==> config.mk <==
export PLATFORM = sky130hd
export DESIGN_NAME = ram_arbiter
export DESIGN_NICKNAME = d
export VERILOG_FILES = /design/src/rtl/ram_arbiter.sv
export SDC_FILE = /design/constraint.sdc
export NUM_CORES = 1
export LEC_CHECK = 0
export CORE_MARGIN = 2
export CORE_UTILIZATION = 34
export CTS_CLUSTER_DIAMETER = 80
export DETAILED_ROUTE_END_ITERATION = 10
export PLACE_DENSITY = 0.81
export SYNTH_ARGS = -nofsm -noshare
export SYNTH_HDL_FRONTEND = slang
export SYNTH_SLANG_ARGS = --single-unit
==> constraint.sdc <==
create_clock -name sys_clock -period 1.9 [get_ports sys_clock]
set_clock_uncertainty 0.1 [all_clocks]
set_input_delay 0.38 -clock sys_clock [delete_from_list [all_inputs] [get_ports sys_clock]]
set_output_delay 0.38 -clock sys_clock [all_outputs]
set_load 0.01 [all_outputs]
==> src/rtl/ram_arbiter.sv <==
// ---------------------------------------------------------------------------
// ram_arbiter
//
// Shares a single-port synchronous RAM between a clock-enabled CPU and a
// level-requesting DMA loader. The CPU always wins a collision; a DMA write
// is slotted into the free cycles around CPU accesses and is never issued
// twice in a row, so the loader sees its acknowledge as an isolated pulse.
//
// Parameters:
//   WP_LO, WP_HI   inclusive CPU write-protected address window
//
// Optional feature:
//   RAM_ARBITER_WP_EN  when defined, CPU writes inside [WP_LO, WP_HI] are
//                      suppressed (the read strobe is unaffected). DMA
//                      writes are never protected. When undefined, the
//                      window parameters have no effect.
//
// Ports:
//   sys_clock       only clock, rising edge
//   reset_n         asynchronous active-low reset
//   cpu_clken       one-cycle CPU clock-enable pulse (period >= 4 cycles)
//   cpu_addr        CPU address
//   cpu_dout        CPU write data
//   cpu_we          CPU write strobe
//   cpu_cs          CPU access targets RAM
//   cpu_din         registered read data returned to the CPU
//   dma_req         loader write request (level)
//   dma_addr        loader write address (held until dma_ack)
//   dma_data        loader write data (held until dma_ack)
//   dma_ack         one-cycle grant/completion pulse
//   dma_clr         synchronous clear of dma_count
//   dma_count       number of completed loader writes (wraps)
//   ram_addr        RAM address
//   ram_din         RAM write data
//   ram_dout        RAM read data, valid one cycle after the address
//   ram_rd          RAM read strobe
//   ram_wr          RAM write strobe
// ---------------------------------------------------------------------------
module ram_arbiter #(
  parameter logic [15:0] WP_LO = 16'hFF00,
  parameter logic [15:0] WP_HI = 16'hFFFF
) (
  input  logic        sys_clock,
  input  logic        reset_n,
  input  logic        cpu_clken,
  input  logic [15:0] cpu_addr,
  input  logic [7:0]  cpu_dout,
  input  logic        cpu_we,
  input  logic        cpu_cs,
  output logic [7:0]  cpu_din,
  input  logic        dma_req,
  input  logic [15:0] dma_addr,
  input  logic [7:0]  dma_data,
  output logic        dma_ack,
  input  logic        dma_clr,
  output logic [15:0] dma_count,
  output logic [15:0] ram_addr,
  output logic [7:0]  ram_din,
  input  logic [7:0]  ram_dout,
  output logic        ram_rd,
  output logic        ram_wr
);

  // IDLE    : bus free, waiting for a CPU enable or a DMA request
  // CPU_ACC : CPU address/data on the RAM bus
  // CPU_CAP : RAM read data valid, captured into cpu_din at the end
  // DMA_WR  : loader word written and acknowledged
  typedef enum logic [1:0] {
    IDLE    = 2'd0,
    CPU_ACC = 2'd1,
    CPU_CAP = 2'd2,
    DMA_WR  = 2'd3
  } state_e;

  state_e      state_q, state_d;
  logic        capCs_q, capCs_d;
  logic [7:0]  cpuDin_q, cpuDin_d;
  logic [15:0] dmaCount_q, dmaCount_d;
  logic        cpuWrProtected;

  // Write-protection decode for the CPU address. Only meaningful in CPU_ACC.
`ifdef RAM_ARBITER_WP_EN
  assign cpuWrProtected = (cpu_addr >= WP_LO) && (cpu_addr <= WP_HI);
`else
  // Window parameters are intentionally inert in this build; folding them
  // into an unused net keeps them referenced without affecting behaviour.
  logic unusedWpWindow;
  assign unusedWpWindow = ^{WP_LO, WP_HI};
  assign cpuWrProtected = 1'b0;
`endif

  // Next-state logic. The CPU is only considered when the bus is free
  // (IDLE) or just released by a DMA write, which is what gives the CPU
  // priority. Leaving DMA_WR never re-enters DMA_WR directly, so a held
  // request is serviced at most every other cycle.
  always_comb begin
    state_d = state_q;
    case (state_q)
      IDLE: begin
        if (cpu_clken) begin
          state_d = CPU_ACC;
        end else if (dma_req) begin
          state_d = DMA_WR;
        end else begin
          state_d = IDLE;
        end
      end
      CPU_ACC: begin
        state_d = CPU_CAP;
      end
      CPU_CAP: begin
        if (dma_req) begin
          state_d = DMA_WR;
        end else begin
          state_d = IDLE;
        end
      end
      DMA_WR: begin
        if (cpu_clken) begin
          state_d = CPU_ACC;
        end else begin
          state_d = IDLE;
        end
      end
      default: begin
        state_d = IDLE;
      end
    endcase
  end

  // RAM bus mux, decoded from the registered state only. Outside the two
  // active states the CPU address/data are passed through with both strobes
  // low, so an asynchronous reset (state forced to IDLE) drops the strobes
  // and the acknowledge immediately.
  always_comb begin
    ram_addr = cpu_addr;
    ram_din  = cpu_dout;
    ram_rd   = 1'b0;
    ram_wr   = 1'b0;
    dma_ack  = 1'b0;
    case (state_q)
      CPU_ACC: begin
        ram_rd = cpu_cs;
        ram_wr = cpu_cs & cpu_we & ~cpuWrProtected;
      end
      DMA_WR: begin
        ram_addr = dma_addr;
        ram_din  = dma_data;
        ram_wr   = 1'b1;
        dma_ack  = 1'b1;
      end
      default: begin
      end
    endcase
  end

  // Datapath next values. capCs remembers whether the CPU access actually
  // selected RAM, so the capture cycle only updates cpu_din for real reads.
  // dma_clr wins over a coincident DMA completion.
  always_comb begin
    capCs_d    = capCs_q;
    cpuDin_d   = cpuDin_q;
    dmaCount_d = dmaCount_q;
    if (state_q == CPU_ACC) begin
      capCs_d = cpu_cs;
    end
    if ((state_q == CPU_CAP) && capCs_q) begin
      cpuDin_d = ram_dout;
    end
    if (dma_clr) begin
      dmaCount_d = 16'h0000;
    end else if (state_q == DMA_WR) begin
      dmaCount_d = dmaCount_q + 16'd1;
    end
  end

  // State and datapath registers with asynchronous active-low reset.
  always_ff @(posedge sys_clock or negedge reset_n) begin
    if (!reset_n) begin
      state_q    <= IDLE;
      capCs_q    <= 1'b0;
      cpuDin_q   <= 8'h00;
      dmaCount_q <= 16'h0000;
    end else begin
      state_q    <= state_d;
      capCs_q    <= capCs_d;
      cpuDin_q   <= cpuDin_d;
      dmaCount_q <= dmaCount_d;
    end
  end

  assign cpu_din   = cpuDin_q;
  assign dma_count = dmaCount_q;

endmodule
Word level (Yosys, flattened, before mapping)
Cells that the tools add are included.
{ "classes": {"bitwise": 1, "n_addsub": 1, "n_reduce_logical": 3, "muxes": 11, "eq_ne": 3} }
{ "op_table": {"columns": ["cell", "n"], "rows": [
  ["16-bit two-way mux", 3],
  ["16-bit by 1-bit adder with 16-bit output (second input constant)", 1],
  ["8-bit two-way mux", 1],
  ["2-bit case mux with 4 select lines", 1],
  ["2-bit == test (second input constant)", 2],
  ["2-bit two-way mux", 2],
  ["1-bit two-way mux", 3],
  ["2-bit by 1-bit == test with 1-bit output (second input constant)", 1],
  ["2-bit logical NOT", 1],
  ["1-bit case mux with 2 select lines", 1],
  ["2-bit nonzero test", 1],
  ["1-bit AND", 1],
  ["1-bit logical AND", 1]
]} }
{ "totals": {"out_inout_bits": 51, "inputBits": 63, "reg_bits": 27} }

Longest topological paths before layout
Gate-level depths: netlist of the first run.
{ "logic_depth": {"word_depth": 3, "ltp_mapped": 6, "ltp_nobuf": 4} }

Worst setup path after synthesis of the first run
Ideal clock, no wire load.
{ "synth_path": {"path_kind": "register -> output", "startpoint": "register state_q[0]", "endpoint": "output port ram_addr[10]", "slack_ns": 0.147, "path_stages_with_launch": 5, "arrival_ns": 1.273, "path_cell_list": "dfrtp_1 -> and2_1 -> clkbuf_1 -> buf_2 -> mux2_2"} }
{ "synth_between": {"elab_chain_len": 2} }
{ "synth_rtl": {"columns": ["element", "line_no", "source"], "rows": [
  ["start: declaration", "75", "state_e state_q, state_d;"],
  ["start signal: assignment", "185", "state_q <= state_d;"],
  ["2-bit == test", "141", "case (state_q)"],
  ["16-bit two-way mux", "141", null],
  ["end: declaration", "57", "output logic [15:0] ram_addr,"]
]} }
Every way passes these cells.

Final worst setup path of the first run
{ "layout_path": {"startpoint": "register state_q[1]", "endpoint": "output port ram_din[3]"} }
{ "layout_between": {"elab_chain_len": 2} }
{ "layout_rtl": {"columns": ["element", "line_no", "source"], "rows": [
  ["2-bit == test", "141", null],
  ["8-bit two-way mux", "141", null],
  ["end: declaration", "58", "output logic [7:0] ram_din,"]
]} }
Every way passes these cells.

==> impl_metrics.py, run 1 <==
metrics = {
    "worst_setup_path": {
        "regToRegEndpoint": "dma_count[15]",
        "endpoint": "ram_din[3]",
        "r2r_start": "state_q[1]",
        "crit_slowest_cell": "dfrtp_1",
        "critical_path_arrival_ns": 1.42,
        "cp-end-kind": "output pin",
        "crit_cells": 4,
        "cpLargestDelayFamily": "flip-flops",
        "critical_path_class": "flip-flop to output pin",
        "slowest_delay_ns": 0.35,
        "reg2regPathDepth": 5,
        "cp_data_required_time_ns": 1.42,
        "cp-startpoint": "state_q[1]",
        "critPathLaunchType": "flip-flop",
        "critPathMaxFanout": 10,
        "r2r_setup_slack_ns": 0.21,
        "cp_cell_sequence": "and2_4 > buf_12 > mux2_2 > clkbuf_2",
        "crit_buf_inv": 2,
    },
    "drt": {
        "wl_per_cell_um": 13.7,
        "wl_mm": 4.32,
        "firstDrtPassIters": 4,
        "drc_errors": 0,
        "routed_via_density": 4.82,
        "ant_nets": 0,
        "drt_iter0_drc": 63,
        "vias": 1517,
    },
    "floorplanning": {
        "fp-row-count": 24,
        "start_util_pct": 35.2,
        "dieHeight_um": 70.9,
        "core_um2": 4320,
        "die-area_um2": 5030,
        "die_w_um": 70.9,
        "ios": 114,
    },
    "timing": {
        "rsz0062_at_grt": "true",
        "fin_crit_sh_pct": 100,
        "timing.hold.ws_ns": 0.387,
        "finalMaxSlewViolations": 0,
        "fin_crit_ns": 1.90,
        "postLayoutSetupSlackWorst_ns": -0.00453,
        "fmax_mhz": 525,
        "setup_violations": 3,
        "tightestPinTransition_ns": 0.397,
        "slew_headroom_pct": 73.5,
        "hold_viol": 0,
    },
    "clock_network": {
        "cts_inserted_buffers": 3,
        "insertion_delay_ns": 0.26,
        "htreeDepth": 1,
        "cts_tree": "yes",
        "path_clk_slew_ns": 0.08,
        "hold_buffers": 0,
        "cts_root_buffer": "clkbuf_8",
        "clockBufferDepth": 2,
        "cts_setup_buffers": 0,
        "clock-sinks": 27,
    },
    "logic_synthesis": {
        "synthFlopType": "dfrtp_1",
        "yosysTopAreaCell": "dfrtp_1",
        "yosys_warnings": 0,
        "yosys.area_share.simple_pct": 17.2,
        "synth_nets": 205,
        "synth_xor_area_share_pct": 5.75,
        "syn_inst": 141,
        "synth_compound_area_share_pct": 5.26,
        "synth_seq_cells": 27,
        "ys_types": 28,
        "syn_area_um2": 1520,
        "synth_fa_ha_area_share_pct": 0.822,
        "synthArstFlopShare_pct": 100,
        "synth.top_cell.area_share_pct": 44.4,
        "seq_area_frac_synth_pct": 44.4,
        "synth_edf_count": 0,
        "avgSynthCellArea_um2": 10.8,
        "synthTopCellsByArea": "dfrtp_1 44%, mux2_2 24%, xor2_1 5.2%",
        "synth_top_family_by_area": "multiplexers",
        "synth_mux_area_share_pct": 23.7,
    },
    "placement": {
        "port_buffers": 113,
        "post_dp_cell_area_um2": 2780,
        "gp_congestion": 0.709,
        "hpwlAfterDp_mm": 3.40,
        "dpl_worst_slack_ns": -0.158,
    },
    "global_routing": {
        "grt_usage_pct": 17.0,
        "antenna_found_initial": 0,
        "grt_max_degree": 28,
        "grt_pass1_vias": 1511,
        "overflow": 0,
        "grt_pass1_wl_mm": 6.96,
    },
    "outcome": {
        "status": "finished with violations",
        "violations": "negative setup slack",
    },
    "final_layout": {
        "area_delta_synth_final_pct": 87.4,
        "fillers": 370,
        "insertedDiodeCount": 0,
        "nNetsFinal": 328,
        "layout-drive-gt1-share_pct": 28.5,
        "design_area_um2": 2850,
    },
    "power": {
        "irDropWorstVdd_uv": 563,
        "cellPowerDensity_nw_per_um2": 968,
        "p_leak_nw": 1.23,
        "power_w": 0.00276,
    },
    "min_path": {
        "hold_class": "flip-flop to flip-flop",
    },
    "job": {
        "maxCapViolations": 0,
    },
}
[layout by cell type (no fill, tap or decap)]
cell type	n
buf_6	17
xor2_1	9
nand4_4	1
clkbuf_1	1
nand3b_1	1
a21o_1	1
clkbuf_8	3
and2_4	1
clkbuf_16	1
mux2_2	27
nand2_1	7
clkdlybuf4s50_1	86
nor2b_1	2
o21ai_0	6
nor2_1	13
nand2b_1	3
o31ai_1	1
and3_1	2
ha_1	1
and4_1	2
mux2_4	5
or3_1	3
a21oi_1	7
buf_12	1
buf_4	9
dfrtp_1	25
or4_1	2
nand3_1	2
inv_1	3
nand4_1	6
clkbuf_2	7
xnor2_1	1
buf_2	1
dfrtp_2	2
dlygate4sd2_1	3
nand4b_1	1
[logic make-up (layout without fill, tap and decap cells)]
| kind of cell | count (synthesis) | count (layout) |
|---|---|---|
| multiplexers | 32 | 32 |
| AO/OA/AOI/OAI | 15 | 15 |
| XOR/XNOR | 10 | 10 |
| AND/OR/NAND/NOR | 46 | 46 |
| adder cells (fa/ha/maj) | 1 | 1 |
| buffers and inverters | 10 | 132 |
| flip-flops | 27 | 27 |
[cell usage after synthesis, types with 2 or more instances]
| cell | n |
|---|---|
| nand2_1 | 7 |
| or4_1 | 2 |
| buf_2 | 3 |
| inv_1 | 3 |
| nand3_1 | 2 |
| clkbuf_1 | 2 |
| nand4_1 | 6 |
| mux2_2 | 32 |
| a21oi_1 | 7 |
| nor2_1 | 13 |
| nand2b_1 | 3 |
| and3_1 | 2 |
| nor2b_1 | 2 |
| or3_1 | 3 |
| dfrtp_1 | 27 |
| o21ai_0 | 6 |
| xor2_1 | 9 |
| and4_1 | 2 |
[what timing repair did]
item	4_1_cts	5_1_grt
endpoints found under the setup margin	27	26
pin swaps	0	0
resized for setup	89	28
gates cloned	0	1
[per-stage QoR]
step	instances	setup TNS [ns]	util [%]
after floorplan	141	0	-
after global placement	310	-2.76	64.3
after detailed placement	310	-2.88	64.3
after CTS	314	-1.04	64.5
after global routing	315	-0.989	66.0
final	315	-0.00639	66.0
[area by class of cell]
class	count	area, um^2	area share, %
sequential	27	678	23.8
clock buffer	4	45.0	1.58
timing repair buffer	125	1230	43.1
multi-input combinational	104	823	28.8
tap	52	65.1	2.28
inverter	3	11.3	0.395
[sequential cells by signal (all words and copies together), names as in the netlist]
name,count
capCs_q,1
cpu_din,8
dma_count,16
state_q,2
[routing by layer]
layer / vias to the layer above / global-route usage (%) / routed length, um
met5: - / 0 / 0
met4: 0 / 3.77 / 27
met3: 2 / 4.70 / 343
met2: 81 / 29.7 / 2240
met1: 688 / 20.9 / 1710
li1: 746 / - / -
[worst register-to-register path: stages, from the launching register on]
cell and delay [ns]:
dfrtp_1 0.35, buf_4 0.13, and4_1 0.26, nand4_4 0.16, or4_1 0.49, a21oi_1 0.15
[power breakdown]
group / switching (W) / internal, W / total, W
clock: 0.000160 / 0.000150 / 0.000310
combinational: 0.000612 / 0.00103 / 0.00165
sequential: 0.0000943 / 0.000713 / 0.000808
[worst min path at each step]
stage	from	end	slack, ns	depth (start not counted)
finish	capCs_q	capCs_q	0.39	1
global route	capCs_q	capCs_q	0.42	1
CTS	capCs_q	capCs_q	0.39	1
detailed placement	capCs_q	capCs_q	0.37	1
global placement	capCs_q	capCs_q	0.36	1
floorplan	reset_n	capCs_q	-0.02	0
No activity file was read; power rests on OpenSTA's default activity.
==> run 2: changes to the inputs <==
--- a/config.mk
+++ b/config.mk
@@ -9,6 +9,7 @@
 export CORE_UTILIZATION = 34
 export CTS_CLUSTER_DIAMETER = 80
 export DETAILED_ROUTE_END_ITERATION = 10
+export HOLD_SLACK_MARGIN = 0.06
 export PLACE_DENSITY = 0.81
 export SYNTH_ARGS = -nofsm -noshare
 export SYNTH_HDL_FRONTEND = slang
==> results of run 2 <==
Same layout as run 1: the final DEF is identical, and so are final timing and power.
==> run 3: changes to the inputs <==
--- a/config.mk
+++ b/config.mk
@@ -5,12 +5,14 @@
 export SDC_FILE = /design/constraint.sdc
 export NUM_CORES = 1
 export LEC_CHECK = 0
+export CELL_PAD_IN_SITES_DETAIL_PLACEMENT = 1
+export CELL_PAD_IN_SITES_GLOBAL_PLACEMENT = 2
 export CORE_MARGIN = 2
-export CORE_UTILIZATION = 34
+export CORE_UTILIZATION = 18
 export CTS_CLUSTER_DIAMETER = 80
 export DETAILED_ROUTE_END_ITERATION = 10
 export HOLD_SLACK_MARGIN = 0.06
-export PLACE_DENSITY = 0.81
+export PLACE_DENSITY_LB_ADDON = 0.1
 export SYNTH_ARGS = -nofsm -noshare
 export SYNTH_HDL_FRONTEND = slang
 export SYNTH_SLANG_ARGS = --single-unit
==> run 3 against run 2 <==
- the run still ends with negative setup slack left
- fmax decreased by 2.4%
- via count increased by 6.3%
- sequential power about the same
- hold slack worse by 0.0083 ns
- critical path depth unchanged
- register-to-register slack worse by 0.11 ns
- combinational power is 21% higher
- wire length increased by 27%
- clock-buffer cell count down 1
==> impl_metrics.py, run 3 (synthesis gave the netlist of run 1 again) <==
metrics = {
    "timing": {
        "fin_crit_sh_pct": 103,
        "tightestPinTransition_ns": 0.406,
        "rsz0062_at_grt": "true",
        "setup-tns-final_ns": -0.850,
        "postLayoutSetupSlackWorst_ns": -0.0519,
        "fmax_mhz": 512,
        "slew_headroom_pct": 72.9,
        "fin_crit_ns": 1.95,
        "timing.hold.ws_ns": 0.379,
        "finalMaxSlewViolations": 0,
        "hold_viol": 0,
        "setup_violations": 24,
    },
    "clock_network": {
        "clockBufferDepth": 2,
        "clock-sinks": 27,
        "htreeDepth": 1,
        "cts_root_buffer": "clkbuf_8",
        "path_clk_slew_ns": 0.10,
        "cts_inserted_buffers": 3,
        "insertion_delay_ns": 0.28,
        "cts_tree": "yes",
        "hold_buffers": 0,
    },
    "global_routing": {
        "antenna_found_initial": 0,
        "grt_usage_pct": 11.7,
        "grt_pass1_vias": 1686,
        "overflow": 0,
        "grt_pass1_wl_mm": 8.19,
        "grt_max_degree": 28,
    },
    "final_layout": {
        "area_delta_synth_final_pct": 106,
        "design_area_um2": 3140,
        "nNetsFinal": 337,
        "largest_register_ffs": 16,
        "layout_commonest_cell": "clkdlybuf4s50_1",
        "insertedDiodeCount": 0,
        "layout_common_cells": "86 x clkdlybuf4s50_1, 25 x dfrtp_1, 23 x buf_6",
        "layout-drive-gt1-share_pct": 33.5,
    },
    "floorplanning": {
        "fp-row-count": 33,
        "dieHeight_um": 96.0,
        "die_w_um": 96.0,
        "core_um2": 8220,
        "ios": 114,
        "die-area_um2": 9210,
        "start_util_pct": 18.5,
    },
    "placement": {
        "dpl_worst_slack_ns": -0.197,
        "gp_congestion": 0.688,
        "post_dp_cell_area_um2": 2860,
        "port_buffers": 113,
        "hpwlAfterDp_mm": 4.08,
    },
    "drt": {
        "drt_iter0_drc": 49,
        "ant_nets": 0,
        "vias": 1613,
        "routed_via_density": 4.28,
        "firstDrtPassIters": 4,
        "wl_per_cell_um": 14.6,
        "wl_mm": 5.51,
        "drc_errors": 0,
    },
    "power": {
        "p_leak_nw": 1.36,
        "irDropWorstVdd_uv": 325,
        "cellPowerDensity_nw_per_um2": 997,
    },
    "outcome": {
        "status": "finished with violations",
        "violations": "negative setup slack",
    },
    "worst_setup_path": {
        "cp_data_required_time_ns": 1.42,
        "cp_cell_sequence": "and2_4 > clkbuf_16 > mux2_4 > buf_6",
        "crit_slowest_cell": "dfrtp_1",
        "cp-end-kind": "output pin",
        "critical_path_arrival_ns": 1.47,
        "slowest_delay_ns": 0.35,
        "critPathMaxFanout": 6,
        "critPathLaunchType": "flip-flop",
        "critical_path_class": "flip-flop to output pin",
    },
    "job": {
        "maxCapViolations": 0,
    },
    "min_path": {
        "hold_class": "input pin to asynchronous set/reset pin",
    },
}
## run 3: cell types whose count changed in the layout (fill, tap and decap cells not counted), sizes merged
cell and change:
buf +16, clkbuf -7, dlygate4sd2 -2, clkdlybuf4s15 +1
clkinvlp +1
## run 3: where the power goes
group	leakage, nW	switching, W	internal [W]
Sequential	0.349	0.0000933	0.000713
Clock	0.0217	0.000192	0.000149
Combinational	0.987	0.000721	0.00126
Total	1.36	0.00101	0.00213
## run 3: final timing paths
path                       depth (start not counted)  slack [ns]  startpoint             to
max                                                4       -0.05  state_q[1]   ram_addr[11]
min in group sys_clock                             1        0.39     capCs_q        capCs_q
min                                                2        0.38     reset_n  dma_count[15]
max reg2reg                                        6        0.10  state_q[1]  dma_count[15]
max in group asynchronous                          2        1.04     reset_n   dma_count[0]
min reg2reg                                        1        0.39     capCs_q        capCs_q
## run 3: layout make-up
class	count	area, um^2
clock buffers	3	41.3
clock inverters	1	7.51
fillers	920	5070
inverters	3	11.3
multi-input cells	104	903
flip-flops and latches	27	678
well taps	105	131
repair buffers	134	1370
## run 3: critical path: cells and delay by family (launching register included)
kind | cells | cell delay, ns
simple gates | 1 | 0.23
buf+inv | 2 | 0.30
mux | 1 | 0.30
flops | 1 | 0.35
## run 3: timing repair
item / 4_1_cts / 5_1_grt
setup buffers: 5 / 5
pin swaps: 1 / 5
setup endpoints to repair: 29 / 29
cloned: 2 / 1
resized for setup: 121 / 46
## run 3: per-stage QoR
stage	power [W]	cells	util (%)
6_report	0.00313	377	38.2
5_1_grt	0.00335	377	38.2
4_1_cts	0.00301	376	36.4
3_5_place_dp	0.00242	365	34.8
3_3_place_gp	0.00243	365	34.8
2_1_floorplan	0.00153	141	-
## run 3: metal layers
layer / global-route usage (%) / part of all wire [%] / wire, um / vias to the layer above
met2: 19.5 / 49 / 2680 / 83
met4: 4.29 / 1.3 / 74 / 0
met1: 14.0 / 39 / 2150 / 768
met5: 0 / 0 / 0 / -
met3: 4.15 / 11 / 598 / 4
li1: - / - / - / 758
